`src/rtl/spike_dec_pkg.sv`:
```
// Shared types and default widths for the spike rate decoder.
package spike_dec_pkg;

  localparam int DEF_CNT_W = 8;
  localparam int DEF_WIN_W = 16;
  localparam int DEF_ISI_W = 16;

  typedef enum logic {
    IDLE  = 1'b0,
    COUNT = 1'b1
  } state_t;

endpackage

```
`src/rtl/sat_counter.sv`:
```
// Saturating up-counter with synchronous clear (clear wins over increment).
module sat_counter #(
  parameter int W = 8
) (
  input  logic         clk,
  input  logic         rst,
  input  logic         clr,
  input  logic         inc,
  output logic [W-1:0] count,
  output logic         at_max
);

  assign at_max = (count == {W{1'b1}});

  always_ff @(posedge clk) begin
    if (rst)
      count <= '0;
    else if (clr)
      count <= '0;
    else if (inc && !at_max)
      count <= count + W'(1);
  end

endmodule

```
`src/rtl/spike_rate_decoder.sv`:
```
// Windowed spike-rate decoder with optional inter-spike-interval tracking.
// Optional ISI logic is built only when SPIKE_RATE_DECODER_ISI_EN is defined.
//
//   state | meaning
//   IDLE  | decoding disabled, counters held at zero
//   COUNT | counting spikes in consecutive windows of win_len cycles
module spike_rate_decoder
  import spike_dec_pkg::*;
#(
  parameter int CNT_W = DEF_CNT_W,
  parameter int WIN_W = DEF_WIN_W,
  parameter int ISI_W = DEF_ISI_W
) (
  input  logic             clk,
  input  logic             rst,
  input  logic             en,
  input  logic             spike_in,
  input  logic [WIN_W-1:0] win_len,
  output logic             out_valid,
  input  logic             out_ready,
  output logic [CNT_W-1:0] out_count,
  output logic [ISI_W-1:0] out_isi,
  output logic             overrun,
  output logic             busy
);

  state_t state, state_nxt;

  logic             spike_q;
  logic             spike_ev;
  logic             active;
  logic             win_end;
  logic             load;
  logic [WIN_W-1:0] win_cnt;
  logic [WIN_W-1:0] win_last;
  logic [CNT_W-1:0] spk_cnt;
  logic             spk_max;
  logic [CNT_W-1:0] spk_total;

  always_ff @(posedge clk) begin
    if (rst) state <= IDLE;
    else     state <= state_nxt;
  end

  always_comb begin
    state_nxt = state;
    case (state)
      IDLE:  if (en)  state_nxt = COUNT;
      COUNT: if (!en) state_nxt = IDLE;
    endcase
  end

  assign busy     = (state == COUNT);
  assign active   = (state == COUNT) && en;
  assign spike_ev = spike_in & ~spike_q;
  assign win_end  = active && (win_cnt == win_last);
  assign load     = win_end && (!out_valid || out_ready);

  always_ff @(posedge clk) begin
    if (rst) spike_q <= 1'b0;
    else     spike_q <= spike_in;
  end

  // win_last holds max(win_len,1)-1, captured at every window start
  always_ff @(posedge clk) begin
    if (rst) begin
      win_cnt  <= '0;
      win_last <= '0;
    end else begin
      if (!active || win_end) win_cnt <= '0;
      else                    win_cnt <= win_cnt + WIN_W'(1);
      if ((state == IDLE && en) || win_end)
        win_last <= (win_len == '0) ? '0 : win_len - WIN_W'(1);
    end
  end

  sat_counter #(.W(CNT_W)) u_spk_cnt (
    .clk    (clk),
    .rst    (rst),
    .clr    (!active || win_end),
    .inc    (active && spike_ev),
    .count  (spk_cnt),
    .at_max (spk_max)
  );

  // A spike on the window-end cycle still belongs to the ending window.
  assign spk_total = (spike_ev && !spk_max) ? spk_cnt + CNT_W'(1) : spk_cnt;

  always_ff @(posedge clk) begin
    if (rst) begin
      out_valid <= 1'b0;
      out_count <= '0;
      overrun   <= 1'b0;
    end else if (load) begin
      out_valid <= 1'b1;
      out_count <= spk_total;
    end else if (win_end) begin
      overrun   <= 1'b1;
    end else if (out_ready) begin
      out_valid <= 1'b0;
    end
  end

`ifdef SPIKE_RATE_DECODER_ISI_EN
  logic [ISI_W-1:0] isi_cnt;
  logic             isi_max;
  logic [ISI_W-1:0] isi_inc;
  logic [ISI_W-1:0] isi_last;
  logic [ISI_W-1:0] isi_report;
  logic             have_prev;

  sat_counter #(.W(ISI_W)) u_isi_cnt (
    .clk    (clk),
    .rst    (rst),
    .clr    (!active || spike_ev),
    .inc    (active),
    .count  (isi_cnt),
    .at_max (isi_max)
  );

  assign isi_inc    = isi_max ? isi_cnt : isi_cnt + ISI_W'(1);
  assign isi_report = (spike_ev && have_prev) ? isi_inc : isi_last;

  // isi_last survives leaving COUNT; only have_prev is forgotten
  always_ff @(posedge clk) begin
    if (rst) begin
      have_prev <= 1'b0;
      isi_last  <= '0;
      out_isi   <= '0;
    end else begin
      if (!active)       have_prev <= 1'b0;
      else if (spike_ev) have_prev <= 1'b1;
      if (active && spike_ev && have_prev) isi_last <= isi_inc;
      if (load) out_isi <= isi_report;
    end
  end
`else
  assign out_isi = '0;
`endif

endmodule

```
`config.mk`:
```
export PLATFORM = sky130hd
export DESIGN_NAME = spike_rate_decoder
export DESIGN_NICKNAME = d
export VERILOG_FILES = /design/src/rtl/spike_dec_pkg.sv /design/src/rtl/sat_counter.sv /design/src/rtl/spike_rate_decoder.sv
export SDC_FILE = /design/constraint.sdc
export NUM_CORES = 1
export LEC_CHECK = 0
export CAP_MARGIN = 10
export CORE_MARGIN = 2
export CORE_UTILIZATION = 48
export CTS_BUF_LIST = sky130_fd_sc_hd__clkbuf_16
export CTS_CLUSTER_DIAMETER = 150
export CTS_CLUSTER_SIZE = 30
export DETAILED_ROUTE_END_ITERATION = 12
export PLACE_DENSITY = 0.86
export RECOVER_POWER = 25
export SYNTH_ARGS = -nofsm -noshare
export SYNTH_HDL_FRONTEND = slang
export SYNTH_SLANG_ARGS = --single-unit
```
`constraint.sdc`:
```
create_clock -name clk -period 2.3 [get_ports clk]
set_clock_uncertainty 0.15 [all_clocks]
set_input_delay 0.69 -clock clk [delete_from_list [all_inputs] [get_ports clk]]
set_output_delay 0.69 -clock clk [all_outputs]
set_load 0.01 [all_outputs]
```
---- Word-level counts from Yosys, hierarchy flattened ----
Index checks and enable logic that the tools add are counted.
word-level totals
  register bits ........................... 52
  bits of input ports ..................... 21
  output and inout port bits .............. 27
  logic and storage cells ................. 42
cells by class
  $add $sub $neg .......................... 3
  equal/unequal tests ..................... 3
  muxes and demuxes ....................... 6
  bitwise logic cells ..................... 4
  reduce and logical (&&, ||, !) cells .... 18
operators with widths
  kind                     count
  $add A16 B1 Y16 const B  1
  $eq A16 B16 Y1           1
  $logic_not A16 Y1        1
  $mux W16                 1
  $sub A16 B1 Y16 const B  1
  $add A8 B1 Y8 const B    1
  $eq A8 B8 Y1 const B     1
  $mux W8                  1
  $logic_and A1 B1 Y1      7
  $mux W1                  4
  $reduce_and A2 Y1        2
  $logic_not A1 Y1         3
  $logic_or A1 B1 Y1       3
  $not A1 Y1               3
  $ne A2 B1 Y1 const B     1
  $reduce_bool A2 Y1       1
  $reduce_or A2 Y1         1
  $and A1 B1 Y1            1

---- Logic depth before layout (Yosys ltp) ----
  depth in word-level cells ............... 5
  mapped depth ............................ 8
  mapped depth without buffers ............ 7

---- Modules after synthesis ----
A second synthesis with hierarchy kept.
unflattened totals
  cell total of the unflattened synthesis .. 339
  area, all modules ....................... 3054.2 um2
modules (own cells, without submodules)
  module              instances  cells an instance  area each (um2)  sequential area each (um2)
  spike_rate_decoder  1          294                2628.8           880.8
  sat_counter         1          45                 425.4            160.2

---- Worst setup path after synthesis ----
Ideal clock, no wire load.
  kind .................................... input port to flip-flop
  start ................................... in win_len[4]
  end ..................................... reg win_last[3]
  library setup time ...................... 0.134 ns
  data arrival time ....................... 1.983 ns
  data required time ...................... 2.016 ns
  setup slack ............................. 0.034 ns
  stages .................................. 6
  buffers on the path ..................... 1
  cell sequence ........................... or4_2 -> nor2_1 -> a41oi_1 -> buf_2 -> nand2_1 -> mux2i_1
between the ends
  longest elaborated chain between the ends .. 2
ends and longest elaborated chain
  element                 RTL line                  text
  start: declaration      spike_rate_decoder.sv:18  input logic [WIN_W-1:0] win_len,
  $logic_not A16 Y1       spike_rate_decoder.sv:73  win_last <= (win_len == '0) ? '0 : win_len - WIN_W'(1);
  $mux W16                spike_rate_decoder.sv:73
  end signal: assignment  spike_rate_decoder.sv:73
  end: declaration        spike_rate_decoder.sv:35  logic [WIN_W-1:0] win_last;
Every way passes these cells.
A chain may end at the register's enable or synchronous reset.

---- Worst setup path after layout ----
  start ................................... in win_len[12]
  end ..................................... reg win_last[14]
between the ends
  longest elaborated chain between the ends .. 2
  elaborated cells between the ends (all ways) .. 3
  those cells by class .................... add/sub: 1; mux: 1; reduce/logical: 1
ends and longest elaborated chain
  element                                                      RTL line
  $sub A16 B1 Y16 / $logic_not A16 Y1 (equally long branches)  spike_rate_decoder.sv:73
  $mux W16 *                                                   spike_rate_decoder.sv:73
Mark *: on every way between the ends. The rest lies on a longest branch, timed or not.

==> run summary <==
status: complete, no violations
Slew Limit Fails: 0
initial core utilization: 49.70%
vias in the first global route: 2478
I/O pin count: 48
GRT Overall Usage: 21.53%
PortBufs: 31
GR Util met2: 37.50%
Worst-Margin Slew: 0.5799 ns
top cells by count, synth: dfxtp_1, nor2_1, xnor2_1
Routed Antenna Nets: 0
router iterations before antenna repair: 5
sequential area share after synthesis: 35.37%
Synth top area share: 35.37%
Top Usage Layer GRT: met2
Mapped Area: 2943 um^2
Ys Warns: 0
Root Buffer: clkbuf_16
Slew headroom: 61.28%
first-pass GRT wire length: 11.25 mm
Die W: 82.30 um
core area: 5921 um^2
Antenna Cells: 0
Routed WL: 6.960 mm
hold_ws: 0.3253 ns
CP Launch Type: input pin
vias post-DR: 2576
H-tree depth: 2
met1 usage: 26.25%
number of synthesized register bits: 52
Max FO, Critical Path: 3
Synth area leader: dfxtp_1
DRC Markers: 0
synth top area cells: dfxtp_1, xnor2_1, mux2i_1
setup TNS: 0 ns
Tcrit/Tclk final: 99.03%
EDFF count, synth: 0
Worst setup EP type: flip-flop
Die Y: 82.30 um
Power Total: 1.942 mW
Worst Path Arrival: 2.37 ns
Final Core Density: 63.52%
PwrDens: 516.3 nW/um^2
placer congestion estimate: 0.8836
design area: 3761 um^2
GRT overflow: 0
max-cap viol count: 0
worst hold path class: flip-flop to flip-flop
Final Setup Violations: 0
Worst IR Drop VDD: 0.2988 mV
synth unique cells: 50
ys flop type: dfxtp_1
ratio of cells with drive above 1 in the final layout: 18.86%
Max Freq: 439.0 MHz
TritonCTS buffer count: 5
Layout area overhead: 27.81%
fin crit period: 2.278 ns
clk_lat worst skew: 0.29 ns
initial antenna violation count: 0
grt met3 use: 3.478%
fin nets: 427
Leakage Power: 1.488 nW
Placed Area: 3566 um^2
fillers: 435
WP data required: 2.39 ns
post-cts hold buffer count: 0
R2R Setup Slk: 0.22 ns
CTS tree: built
DIE AREA: 6773 um^2
CTS max path bufs: 2
Rows: 28
asr flop ratio synth: 0%
Sink Count: 52
Gate Count Post-Synth: 333
vias per cell: 5.389
endpoints failing hold: 0
most common cell in the netlist: dfxtp_1
wire per inst: 14.56 um
DR iter-0 viols: 226
critical path class: input pin to flip-flop
largest net degree at the start of global routing: 25
Clk pin slew, worst setup/hold paths: 0.07 ns
dpl hpwl: 4.606 mm
mean area per synthesized cell: 8.837 um^2
==> worst paths after layout <==
check                                         from            endpoint  cells past startpoint
worst max-delay path                   win_len[12]        win_last[14]                      6
worst min-delay path                  out_count[6]        out_count[6]                      2
worst max register to register  u_spk_cnt.count[1]  u_spk_cnt.count[1]                      6
worst min register to register        out_count[6]        out_count[6]                      2
==> flip-flops by register name, indices dropped and copies added, names as in the netlist <==
| name | flops |
|---|---|
| out_valid | 1 |
| win_cnt | 16 |
| u_spk_cnt.count | 8 |
| out_count | 8 |
| spike_q | 1 |
| busy | 1 |
| win_last | 16 |
| overrun | 1 |
==> per-layer routing <==
layer,routed length [um],share of wire (%)
met1,2913,42
met2,3589,52
met3,263,3.8
met4,193,2.8
met5,0,0
==> final cells by class <==
cell class                      instances  area (um^2)  share of cell area [%]
Inverter                                8        30.03                  0.7984
Clock buffer                            5        125.1                   3.327
Timing Repair Buffer                   75        665.6                   17.70
Sequential cell                        52         1041                   27.68
Multi-Input combinational cell        261         1797                   47.77
Clock inverter                          2        8.758                  0.2329
Tap cell                               75        93.84                   2.495
==> metrics by stage <==
stage               setup slack [ns]  instances
floorplan                    0.03371        348
global route               -0.001153        478
global placement             -0.4039        468
CTS                         -0.03888        476
finish                       0.02220        478
detailed placement           -0.4900        468
==> worst max-delay path, stage by stage <==
cell	delay, ns
clkdlybuf4s50_1	0.43
nor2_2	0.26
nand4_4	0.14
or4b_4	0.55
a21oi_2	0.15
mux2_4	0.15
==> cell usage in the layout (no fill, tap or decap), types with 3 or more instances in the layout <==
cell type,instances
nor3b_1,3
nand2b_1,20
conb_1,16
nor4_1,3
a31oi_1,3
dlygate4sd3_1,11
nor2_1,35
nor3_1,10
xor2_1,13
mux2i_1,19
inv_1,8
nand2_1,24
o21ai_0,5
dlymetal6s2s_1,4
buf_4,40
clkbuf_2,3
mux2_2,3
a21oi_1,4
xnor2_1,37
nand4_1,12
clkbuf_16,5
dfxtp_1,52
clkdlybuf4s50_1,11
nor2b_1,7
or3_1,3
nand3_1,7
==> cell families (layout without fill, tap and decap cells) <==
logic type	after synthesis	count (layout)	share of synthesized area, %
other	1	16	0.1274
XOR/XNOR	50	50	14.88
AND/OR/NAND/NOR	144	144	26.91
AO/OA/AOI/OAI	25	25	6.421
adder cells (fa/ha/maj)	3	3	1.276
flip-flops	52	52	35.37
buffers and inverters	35	90	7.015
multiplexers	23	23	7.993
==> what timing repair did <==
| item | 4_1_cts | 5_1_grt |
|---|---|---|
| buffers inserted | 0 | 2 |
| pin swaps | 5 | 5 |
| setup endpoints to repair | 16 | 16 |
| gates cloned | 1 | 0 |
| gates resized for setup | 14 | 17 |
==> power by group <==
group	total (mW)	internal [mW]	switching, mW
Clock	0.714	0.392	0.322
Sequential	0.944	0.925	0.0187
Combinational	0.284	0.146	0.138
Note: power is estimated with default switching activity, not from simulation.
